<file path="src/rtl/mic3_level_meter.sv">
// Paces mic3 conversions, captures each 12-bit word, removes the mid-scale offset and
// reports a windowed peak magnitude plus an 8-LED thermometer level.
module mic3_level_meter #(
  parameter int SAMPLE_DIV = 2083,
  parameter int WINDOW     = 1024,
  parameter int TIMEOUT    = 1024
) (
  input  logic        clk_i,
  input  logic        rst_i,
  input  logic        en_i,
  input  logic        clr_err_i,
  output logic        read_o,
  input  logic [11:0] audio_i,
  input  logic        new_data_i,
  output logic [11:0] sample_o,
  output logic        sample_valid_o,
  output logic [11:0] peak_o,
  output logic        peak_valid_o,
  output logic [7:0]  level_o,
  output logic        err_timeout_o,
  output logic        err_overrun_o
);

  localparam int CW = (SAMPLE_DIV > 1) ? $clog2(SAMPLE_DIV) : 1;
  localparam int WW = (WINDOW > 1) ? $clog2(WINDOW) : 1;
  localparam int TW = (TIMEOUT > 1) ? $clog2(TIMEOUT) : 1;
  localparam logic [CW-1:0] DIV_LAST = CW'(SAMPLE_DIV - 1);
  localparam logic [WW-1:0] WIN_LAST = WW'(WINDOW - 1);
  localparam logic [TW-1:0] TO_LAST  = TW'(TIMEOUT - 1);

  typedef enum logic [0:0] {ST_IDLE = 1'b0, ST_WAIT = 1'b1} state_e;

  // Two's-complement magnitude; -2048 maps to 0x800 as an unsigned value.
  function automatic logic [11:0] magnitude(input logic [11:0] s);
    magnitude = s[11] ? (12'd0 - s) : s;
  endfunction

  function automatic logic [7:0] thermometer(input logic [11:0] p);
    for (int i = 0; i < 8; i++) begin
      thermometer[i] = (p >= (12'd16 << i));
    end
  endfunction

  state_e          state_q, state_d;
  logic [CW-1:0]   cnt_q, cnt_d;
  logic [TW-1:0]   to_q, to_d;
  logic [WW-1:0]   win_q;
  logic [11:0]     acc_q;
  logic            read_q, read_d;
  logic            nd_q;
  logic [11:0]     sample_q;
  logic            sv_q;
  logic [11:0]     peak_q;
  logic            pv_q;
  logic [7:0]      level_q;
  logic            err_to_q;
  logic            err_ov_q;

  logic            tick_s;
  logic            nd_edge_s;
  logic            capture_s;
  logic            timeout_s;
  logic            overrun_s;
  logic [11:0]     sample_d;
  logic [11:0]     mag_s;
  logic [11:0]     win_max_s;

  assign tick_s    = en_i & (cnt_q == DIV_LAST);
  assign nd_edge_s = new_data_i & ~nd_q;
  assign sample_d  = {~audio_i[11], audio_i[10:0]};
  assign mag_s     = magnitude(sample_d);
  assign win_max_s = (mag_s > acc_q) ? mag_s : acc_q;

  // Sample-rate divider next state; disabling parks it at zero.
  always_comb begin
    cnt_d = cnt_q;
    if (!en_i) begin
      cnt_d = '0;
    end else if (cnt_q == DIV_LAST) begin
      cnt_d = '0;
    end else begin
      cnt_d = cnt_q + CW'(1);
    end
  end

  // Request FSM next state: raise read on tick, drop it on data edge or timeout.
  always_comb begin
    state_d   = state_q;
    read_d    = read_q;
    to_d      = to_q;
    capture_s = 1'b0;
    timeout_s = 1'b0;
    overrun_s = 1'b0;
    case (state_q)
      ST_IDLE: begin
        if (tick_s) begin
          state_d = ST_WAIT;
          read_d  = 1'b1;
          to_d    = '0;
        end else begin
          read_d  = 1'b0;
        end
      end
      ST_WAIT: begin
        overrun_s = tick_s;
        if (nd_edge_s) begin
          state_d   = ST_IDLE;
          read_d    = 1'b0;
          capture_s = 1'b1;
        end else if (to_q == TO_LAST) begin
          state_d   = ST_IDLE;
          read_d    = 1'b0;
          timeout_s = 1'b1;
        end else begin
          to_d      = to_q + TW'(1);
        end
      end
      default: begin
        state_d = ST_IDLE;
        read_d  = 1'b0;
      end
    endcase
  end

  // Control registers: divider, FSM, timeout counter, data-ready history.
  always_ff @(posedge clk_i or posedge rst_i) begin
    if (rst_i) begin
      state_q <= ST_IDLE;
      cnt_q   <= '0;
      to_q    <= '0;
      read_q  <= 1'b0;
      nd_q    <= 1'b0;
    end else begin
      state_q <= state_d;
      cnt_q   <= cnt_d;
      to_q    <= to_d;
      read_q  <= read_d;
      nd_q    <= new_data_i;
    end
  end

  // Capture path and peak window; outputs hold between strobes.
  always_ff @(posedge clk_i or posedge rst_i) begin
    if (rst_i) begin
      sample_q <= 12'd0;
      sv_q     <= 1'b0;
      peak_q   <= 12'd0;
      pv_q     <= 1'b0;
      level_q  <= 8'd0;
      acc_q    <= 12'd0;
      win_q    <= '0;
    end else if (capture_s) begin
      sample_q <= sample_d;
      sv_q     <= 1'b1;
      if (win_q == WIN_LAST) begin
        peak_q  <= win_max_s;
        level_q <= thermometer(win_max_s);
        pv_q    <= 1'b1;
        acc_q   <= 12'd0;
        win_q   <= '0;
      end else begin
        pv_q    <= 1'b0;
        acc_q   <= win_max_s;
        win_q   <= win_q + WW'(1);
      end
    end else begin
      sv_q <= 1'b0;
      pv_q <= 1'b0;
    end
  end

  // Sticky error flags: a set in the same cycle as a clear takes priority.
  always_ff @(posedge clk_i or posedge rst_i) begin
    if (rst_i) begin
      err_to_q <= 1'b0;
      err_ov_q <= 1'b0;
    end else begin
      if (timeout_s) begin
        err_to_q <= 1'b1;
      end else if (clr_err_i) begin
        err_to_q <= 1'b0;
      end else begin
        err_to_q <= err_to_q;
      end
      if (overrun_s) begin
        err_ov_q <= 1'b1;
      end else if (clr_err_i) begin
        err_ov_q <= 1'b0;
      end else begin
        err_ov_q <= err_ov_q;
      end
    end
  end

  assign read_o         = read_q;
  assign sample_o       = sample_q;
  assign sample_valid_o = sv_q;
  assign peak_o         = peak_q;
  assign peak_valid_o   = pv_q;
  assign level_o        = level_q;
  assign err_timeout_o  = err_to_q;
  assign err_overrun_o  = err_ov_q;

endmodule
</file>
<file path="config.mk">
export PLATFORM = sky130hd
export DESIGN_NAME = mic3_level_meter
export DESIGN_NICKNAME = d
export VERILOG_FILES = /design/src/rtl/mic3_level_meter.sv
export SDC_FILE = /design/constraint.sdc
export NUM_CORES = 1
export LEC_CHECK = 0
export CELL_PAD_IN_SITES_DETAIL_PLACEMENT = 1
export CELL_PAD_IN_SITES_GLOBAL_PLACEMENT = 2
export CORE_MARGIN = 3
export CORE_UTILIZATION = 37
export DETAILED_ROUTE_END_ITERATION = 10
export GPL_TIMING_DRIVEN = 0
export PLACE_DENSITY_LB_ADDON = 0.15
export SKIP_CTS_REPAIR_TIMING = 1
export SYNTH_ARGS = -nofsm -noshare
export SYNTH_HDL_FRONTEND = slang
export SYNTH_SLANG_ARGS = --single-unit
</file>
<file path="constraint.sdc">
create_clock -name clk_i -period 3.92 [get_ports clk_i]
set_input_delay 0.588 -clock clk_i [delete_from_list [all_inputs] [get_ports clk_i]]
set_output_delay 0.588 -clock clk_i [all_outputs]
set_load 0.05 [all_outputs]
</file>
==> results.tsv, run 1 <==
stage	metric	value	unit
clocking	htree_levels	3	
floorplan	die_y	112	µm
final_layout	final_cell_mix	83 x dfrtp_1, 64 x nand2_1, 53 x clkdlybuf4s50_1, 40 x nor2_1, 25 x o21ai_0	
routing	ant_nets	0	
routing	avgViaCountPerCell	5.20	
worst_setup_path	cp.required	4.16	ns
clocking	clock_path_buffers	2	
global_route	grt_max_degree	44	
worst_setup_path	cp_slowest_stage_delay	0.56	ns
clocking	cts-root-buf	clkbuf_8	
timing	finalHoldViolCount	0	
placed_design	place_hpwl	7.53	mm
timing	fmax	0.269	GHz
power_and_ir_drop	ir_worst_vdd	0.192	mV
synth	yosys.area_share.simple	18.8	%
worst_setup_path	cp.arrival	3.95	ns
placed_design	io_buffers	53	
worst_setup_path	critPathLaunchType	input port	
worst_setup_path	crit_top_cell	a21oi_1	
clocking	insertion_delay	0.36	ns
worst_setup_path	critical_path_class	input port to flip-flop	
placed_design	place_congestion	0.795	
worst_hold_path	hold_path.class	flip-flop to flip-flop	
job	cap_violations	0	
synth	yosysWarnings	0	
floorplan	initial_core_util	39.0	%
routing	num_vias	3299	
timing	tns	0	ns
routing	drtPass1Iterations	4	
global_route	grt_usage	17.1	%
floorplan	dieArea	0.0125	mm²
synth	syn-num-nets	460	
synth	synth_compound_area_share	11.5	%
timing	finClkSkew	0.00849	ns
global_route	grt-ovfl-total	0	
final_layout	syn_to_final_growth	23.9	%
worst_setup_path	critPathTopFamily	compound AO/OA/AOI/OAI gates	
run_status	outcome	finished, final reports clean	
power_and_ir_drop	p_per_area	389	mW/mm²
floorplan	die_w	112	µm
timing	worstMarginPinSlew	0.906	ns
worst_setup_path	path_cells	clkdlybuf4s50_1 -> inv_1 -> ha_1 -> nor2b_1 -> a31oi_1 -> xor2_2 -> ha_1 -> a21oi_1 -> o21a_1 -> a21oi_1 -> o21a_2 -> buf_4 -> mux2i_1 -> a21oi_1	
synth	synth-seq-cells	83	
timing	slew_violations	0	
worst_setup_path	critPathBufInv	3	
clocking	cts_tree	done	
routing	wl	10.3	mm
floorplan	ios	54	
global_route	grt_pass1_vias	3525	
timing	period_share	94.8	%
synth	netlist_instances	426	
clocking	numCtsBuffers	9	
synth	synth_area	0.00414	mm²
worst_setup_path	end_kind	flip-flop	
worst_setup_path	cp_max_fo	10	
final_layout	n_antenna_cell	0	
synth	synth_xor_area_share	6.77	%
timing	finalCriticalPeriod	3.72	ns
synth	synthAdderAreaFrac	5.14	%
final_layout	nNetsFinal	529	
synth	synth.avg_cell_area	9.72	µm²
synth	muxShareOfSynthArea	3.69	%
final_layout	mostFrequentLayoutCell	dfrtp_1	
timing	slew_headroom	39.1	%
timing	setup_viol	0	
routing	drt_iter0_drc	191	
routing	drcViolationCount	0	
final_layout	layout-drive-gt1-share	8.22	%
worst_setup_path	cp_slowest_cell	clkdlybuf4s50_1	
power_and_ir_drop	p_total	1.99	mW
clocking	clkSinkCount	83	
routing	avgRoutedWirePerCell	16.2	µm
synth	seq_area_frac_synth	50.2	%
timing	hold_slack	0.481	ns
synth	ys_types	43	
power_and_ir_drop	p_leak	2.35	nW
floorplan	rows	37	
clocking	clkTransAtPathRegs	0.08	ns
global_route	antenna_found_initial	0	
floorplan	core	0.0106	mm²
global_route	grt_pass1_wl	17.4	mm
synth	synth_top_family_by_area	simple AND/OR/NAND/NOR gates	
## power breakdown
group          switching [mW]  internal, mW
sequential             0.0399         0.901
clock                   0.305         0.290
combinational           0.270         0.186
## per-stage QoR
stage	instance area [µm²]	worst slack (ns)	util [%]	instances
2_1_floorplan	4140	0.873	-	426
3_3_place_gp	4840	-0.462	45.7	615
3_5_place_dp	4870	-0.516	45.9	616
4_1_cts	5040	-0.134	47.6	631
5_1_grt	5130	-0.0552	48.4	635
6_report	5130	0.203	48.4	635
## state kept, by name, summed over array words and instances, names as in the netlist
| signal | count |
|---|---|
| err_timeout_o | 1 |
| sample_valid_o | 1 |
| acc_q | 12 |
| peak_valid_o | 1 |
| level_o | 8 |
| nd_q | 1 |
| win_q | 10 |
| sample_o | 12 |
| to_q | 10 |
| cnt_q | 12 |
| state_q | 1 |
| err_overrun_o | 1 |
| peak_o | 12 |
| read_o | 1 |
## synth_stat cells
| master | number | share of area (%) |
|---|---|---|
| dfrtp_1 | 83 | 50 |
| nand2_1 | 64 | 5.8 |
| nor2_1 | 41 | 3.7 |
| inv_1 | 25 | 2.3 |
| o21ai_0 | 25 | 3.0 |
| xor2_1 | 22 | 4.7 |
| ha_1 | 17 | 5.1 |
| nand3_1 | 16 | 1.9 |
| a21oi_1 | 13 | 1.6 |
| mux2i_1 | 13 | 3.1 |
| a22o_1 | 11 | 2.3 |
| nor3_1 | 10 | 1.2 |
| xnor2_1 | 10 | 2.1 |
| and3_1 | 8 | 1.2 |
| o22ai_1 | 7 | 1.1 |
| a31oi_1 | 6 | 0.91 |
| clkbuf_1 | 6 | 0.54 |
| nand4_1 | 6 | 0.91 |
| or3_1 | 4 | 0.60 |
| nor2b_1 | 3 | 0.45 |
| o21a_1 | 3 | 0.54 |
| or2_2 | 3 | 0.45 |
| and4_1 | 2 | 0.42 |
| buf_1 | 2 | 0.18 |
| buf_2 | 2 | 0.24 |
| clkbuf_8 | 2 | 0.67 |
| mux2_2 | 2 | 0.54 |
| nand3b_1 | 2 | 0.36 |
| o211ai_1 | 2 | 0.36 |
| o21ai_1 | 2 | 0.24 |
| o31ai_1 | 2 | 0.36 |
| a211oi_1 | 1 | 0.18 |
| a21o_1 | 1 | 0.18 |
| a22o_2 | 1 | 0.24 |
| a41o_2 | 1 | 0.27 |
| and2_1 | 1 | 0.15 |
| and4_2 | 1 | 0.24 |
| nand2b_1 | 1 | 0.15 |
| nor4_1 | 1 | 0.15 |
| nor4_2 | 1 | 0.30 |
| nor4_4 | 1 | 0.51 |
| nor4bb_1 | 1 | 0.24 |
| o32ai_1 | 1 | 0.21 |
## area by class of cell
type	instances	area (µm²)
flip-flops and latches	83	2080
repair buffers	58	588
well taps	136	170
fillers	1211	5470
clock buffers	12	135
inverters	25	96.3
multi-input cells	306	1950
clock inverters	3	40.0
plain buffers	12	70.1
## worst paths after layout
| check | end | depth (start not counted) | slack, ns | from |
|---|---|---|---|---|
| setup / recovery | level_o[7] | 14 | 0.20 | audio_i[0] |
| hold / removal | sample_o[5] | 2 | 0.48 | sample_o[5] |
| setup reg to reg | level_o[7] | 9 | 1.49 | acc_q[11] |
| hold reg to reg | sample_o[5] | 2 | 0.48 | sample_o[5] |
| max in group asynchronous | level_o[6] | 3 | 2.68 | rst_i |
| min in group asynchronous | nd_q | 2 | 0.62 | rst_i |
## worst min-delay path, delay by kind of cell (launching register included)
kind / cells / cell delay, ns
DFF: 1 / 0.35
and+or+nand+nor: 2 / 0.10
## per-layer routing
metal	vias to the layer above	GRT usage, %	wire length (µm)
li1	1600	-	-
met1	1642	22.2	4770
met2	44	29.0	5040
met3	13	2.83	298
met4	0	5.84	155
met5	-	0	0
## kinds of logic (layout without fill, tap and decap cells)
kind of cell | after synthesis | after routing
AOI/OAI and AO/OA | 76 | 76
xor gates and xnor gates | 32 | 32
buffers and inverters | 37 | 110
adders and majority gates | 17 | 17
DFF | 83 | 83
and+or+nand+nor | 166 | 166
muxes | 15 | 15
Power figures use the tool's default switching activity.
==> run 2, diff against run 1 <==
CORE_UTILIZATION = 34   (was 37)
CTS_CLUSTER_SIZE = 40   (was not set)
==> results.tsv, run 2 (synthesis results as in run 1) <==
stage	metric	value	unit	change
run_status	outcome	finished, final reports clean		unchanged
timing	slew_violations	0		unchanged
timing	finalCriticalPeriod	3.80	ns	was 3.72 ns
worst_setup_path	crit-reg2reg-launch	acc_q[11]		unchanged
routing	drcViolationCount	0		unchanged
clocking	cts_tree	done		unchanged
floorplan	rows	39		was 37
routing	wl	10.9	mm	was 10.3 mm
routing	avgRoutedWirePerCell	17.1	µm	was 16.2 µm
worst_setup_path	cp_max_fo	10		unchanged
floorplan	dieArea	0.0135	mm²	was 0.0125 mm²
timing	worstMarginPinSlew	0.880	ns	was 0.906 ns
clocking	clock_path_buffers	2		unchanged
routing	drtPass1Iterations	4		unchanged
worst_setup_path	end_kind	flip-flop		unchanged
clocking	insertion_delay	0.34	ns	was 0.36 ns
power_and_ir_drop	p_leak	2.40	nW	was 2.35 nW
placed_design	place_area	0.00488	mm²	was 0.00487 mm²
worst_setup_path	critical_path_class	input port to flip-flop		unchanged
timing	fmax	0.263	GHz	was 0.269 GHz
final_layout	nNetsFinal	527		was 529
global_route	antenna_found_initial	0		unchanged
power_and_ir_drop	ir_worst_vdd	0.256	mV	was 0.192 mV
final_layout	syn_to_final_growth	27.3	%	was 23.9%
timing	tns	0	ns	unchanged
placed_design	place_hpwl	7.86	mm	was 7.53 mm
worst_setup_path	reg2reg_depth	9		unchanged
routing	ant_nets	0		unchanged
timing	slew_headroom	40.8	%	was 39.1%
job	cap_violations	0		unchanged
worst_setup_path	r2r_slack	1.46	ns	was 1.49 ns
floorplan	ios	54		unchanged
placed_design	dpl.cell_count	623		was 616
worst_setup_path	critPathLaunchType	input port		unchanged
worst_setup_path	cp.required	4.10	ns	was 4.16 ns
final_layout	mostFrequentLayoutCell	dfrtp_1		unchanged
worst_setup_path	critical_path.startpoint	audio_i[0]		unchanged
timing	rsz0062_at_grt	yes		
worst_setup_path	rr_endpoint	acc_q[4]		was level_o[7]
timing	finalHoldViolCount	0		unchanged
clocking	clkSinkCount	83		unchanged
worst_setup_path	cp.arrival	3.98	ns	was 3.95 ns
placed_design	io_buffers	53		unchanged
clocking	clkTransAtPathRegs	0.06	ns	was 0.08 ns
timing	finClkSkew	0.00506	ns	was 0.00849 ns
final_layout	final_cell_mix	83 x dfrtp_1, 64 x nand2_1, 53 x clkdlybuf4s50_1, 40 x nor2_1, 25 x o21ai_0		unchanged
global_route	grt_max_degree	69		was 44
final_layout	final_area	0.00527	mm²	was 0.00513 mm²
worst_hold_path	min_to	sample_o[4]		was sample_o[5]
placed_design	place_congestion	0.757		was 0.795
worst_hold_path	holdPathStages	2		unchanged
final_layout	final_util	45.2	%	was 48.4%
final_layout	n_antenna_cell	0		unchanged
clocking	numCtsBuffers	9		unchanged
final_layout	layout-drive-gt1-share	8.25	%	was 8.22%
routing	avgViaCountPerCell	5.14		was 5.20
global_route	grt_usage	17.1	%	about the same
clocking	htree_levels	3		unchanged
final_layout	fin_cells	640		was 635
floorplan	initial_core_util	35.5	%	was 39.0%
power_and_ir_drop	p_per_area	439	mW/mm²	was 389 mW/mm²
worst_hold_path	hold_path.class	flip-flop to flip-flop		unchanged
worst_hold_path	hp-start	sample_o[4]		was sample_o[5]
routing	drt_iter0_drc	149		was 191
global_route	grt-ovfl-total	0		unchanged
floorplan	core	0.0117	mm²	was 0.0106 mm²
floorplan	die_w	116	µm	was 112 µm
global_route	grt_pass1_vias	3582		was 3,525
routing	num_vias	3287		was 3,299
final_layout	fill_cells	1323		was 1,211
clocking	cts-root-buf	clkbuf_16		was clkbuf_8
floorplan	die_y	116	µm	was 112 µm
timing	setup_viol	0		unchanged
global_route	grt_pass1_wl	17.8	mm	was 17.4 mm
timing	period_share	97.0	%	was 94.8%
## run 2: cell type report
type	instances	area, µm²	area share (%)
Buffer	12	73.8	1.40
Clock buffer	9	225	4.27
Clock inverter	6	91.3	1.73
Inverter	25	96.3	1.83
Multi-Input combinational cell	306	1950	37.1
Sequential cell	83	2080	39.4
Tap cell	143	179	3.40
Timing Repair Buffer	56	573	10.9
## run 2: worst max path at each step
| stage | slack (ns) | depth (start not counted) | to |
|---|---|---|---|
| floorplan | 0.87 | 13 | acc_q[5] |
| global placement | -0.44 | 11 | acc_q[0] |
| detailed placement | -0.60 | 11 | acc_q[0] |
| CTS | -0.25 | 11 | acc_q[11] |
| global route | -0.08 | 11 | acc_q[3] |
| finish | 0.12 | 14 | acc_q[4] |
## run 2: layer usage
layer | wire [µm] | track usage [%] | vias up
met2 | 5680 | 30.2 | 37
met1 | 4770 | 20.5 | 1644
met4 | 148 | 5.34 | 0
li1 | - | - | 1595
met5 | 0 | 0 | -
met3 | 327 | 3.99 | 11
## run 2: report_power, final
part	internal (mW)	leakage (nW)	total [mW]	switching, mW
sequential	0.902	1.13	0.944	0.0418
combinational	0.183	1.13	0.458	0.275
clock	0.555	0.144	0.912	0.357
## run 2: through the flow
step	hold WS, ns	setup slack (ns)	power [mW]
after CTS	0.480	-0.252	2.32
after detailed placement	0.465	-0.603	1.39
final	0.475	0.118	2.31
after floorplan	0.439	0.873	1.24
after global placement	0.455	-0.443	1.38
after global routing	0.505	-0.0825	2.43
## run 2: worst max-delay path, cell delays in order
cell and delay [ns]:
clkdlybuf4s50_1 0.55, inv_1 0.13, ha_1 0.27, nor2b_1 0.18, a31oi_1 0.34, xor2_2 0.25
ha_1 0.19, a21oi_1 0.06, o21a_1 0.20, a21oi_1 0.23, o21a_1 0.29, buf_6 0.23
mux2i_1 0.36, o22ai_1 0.11
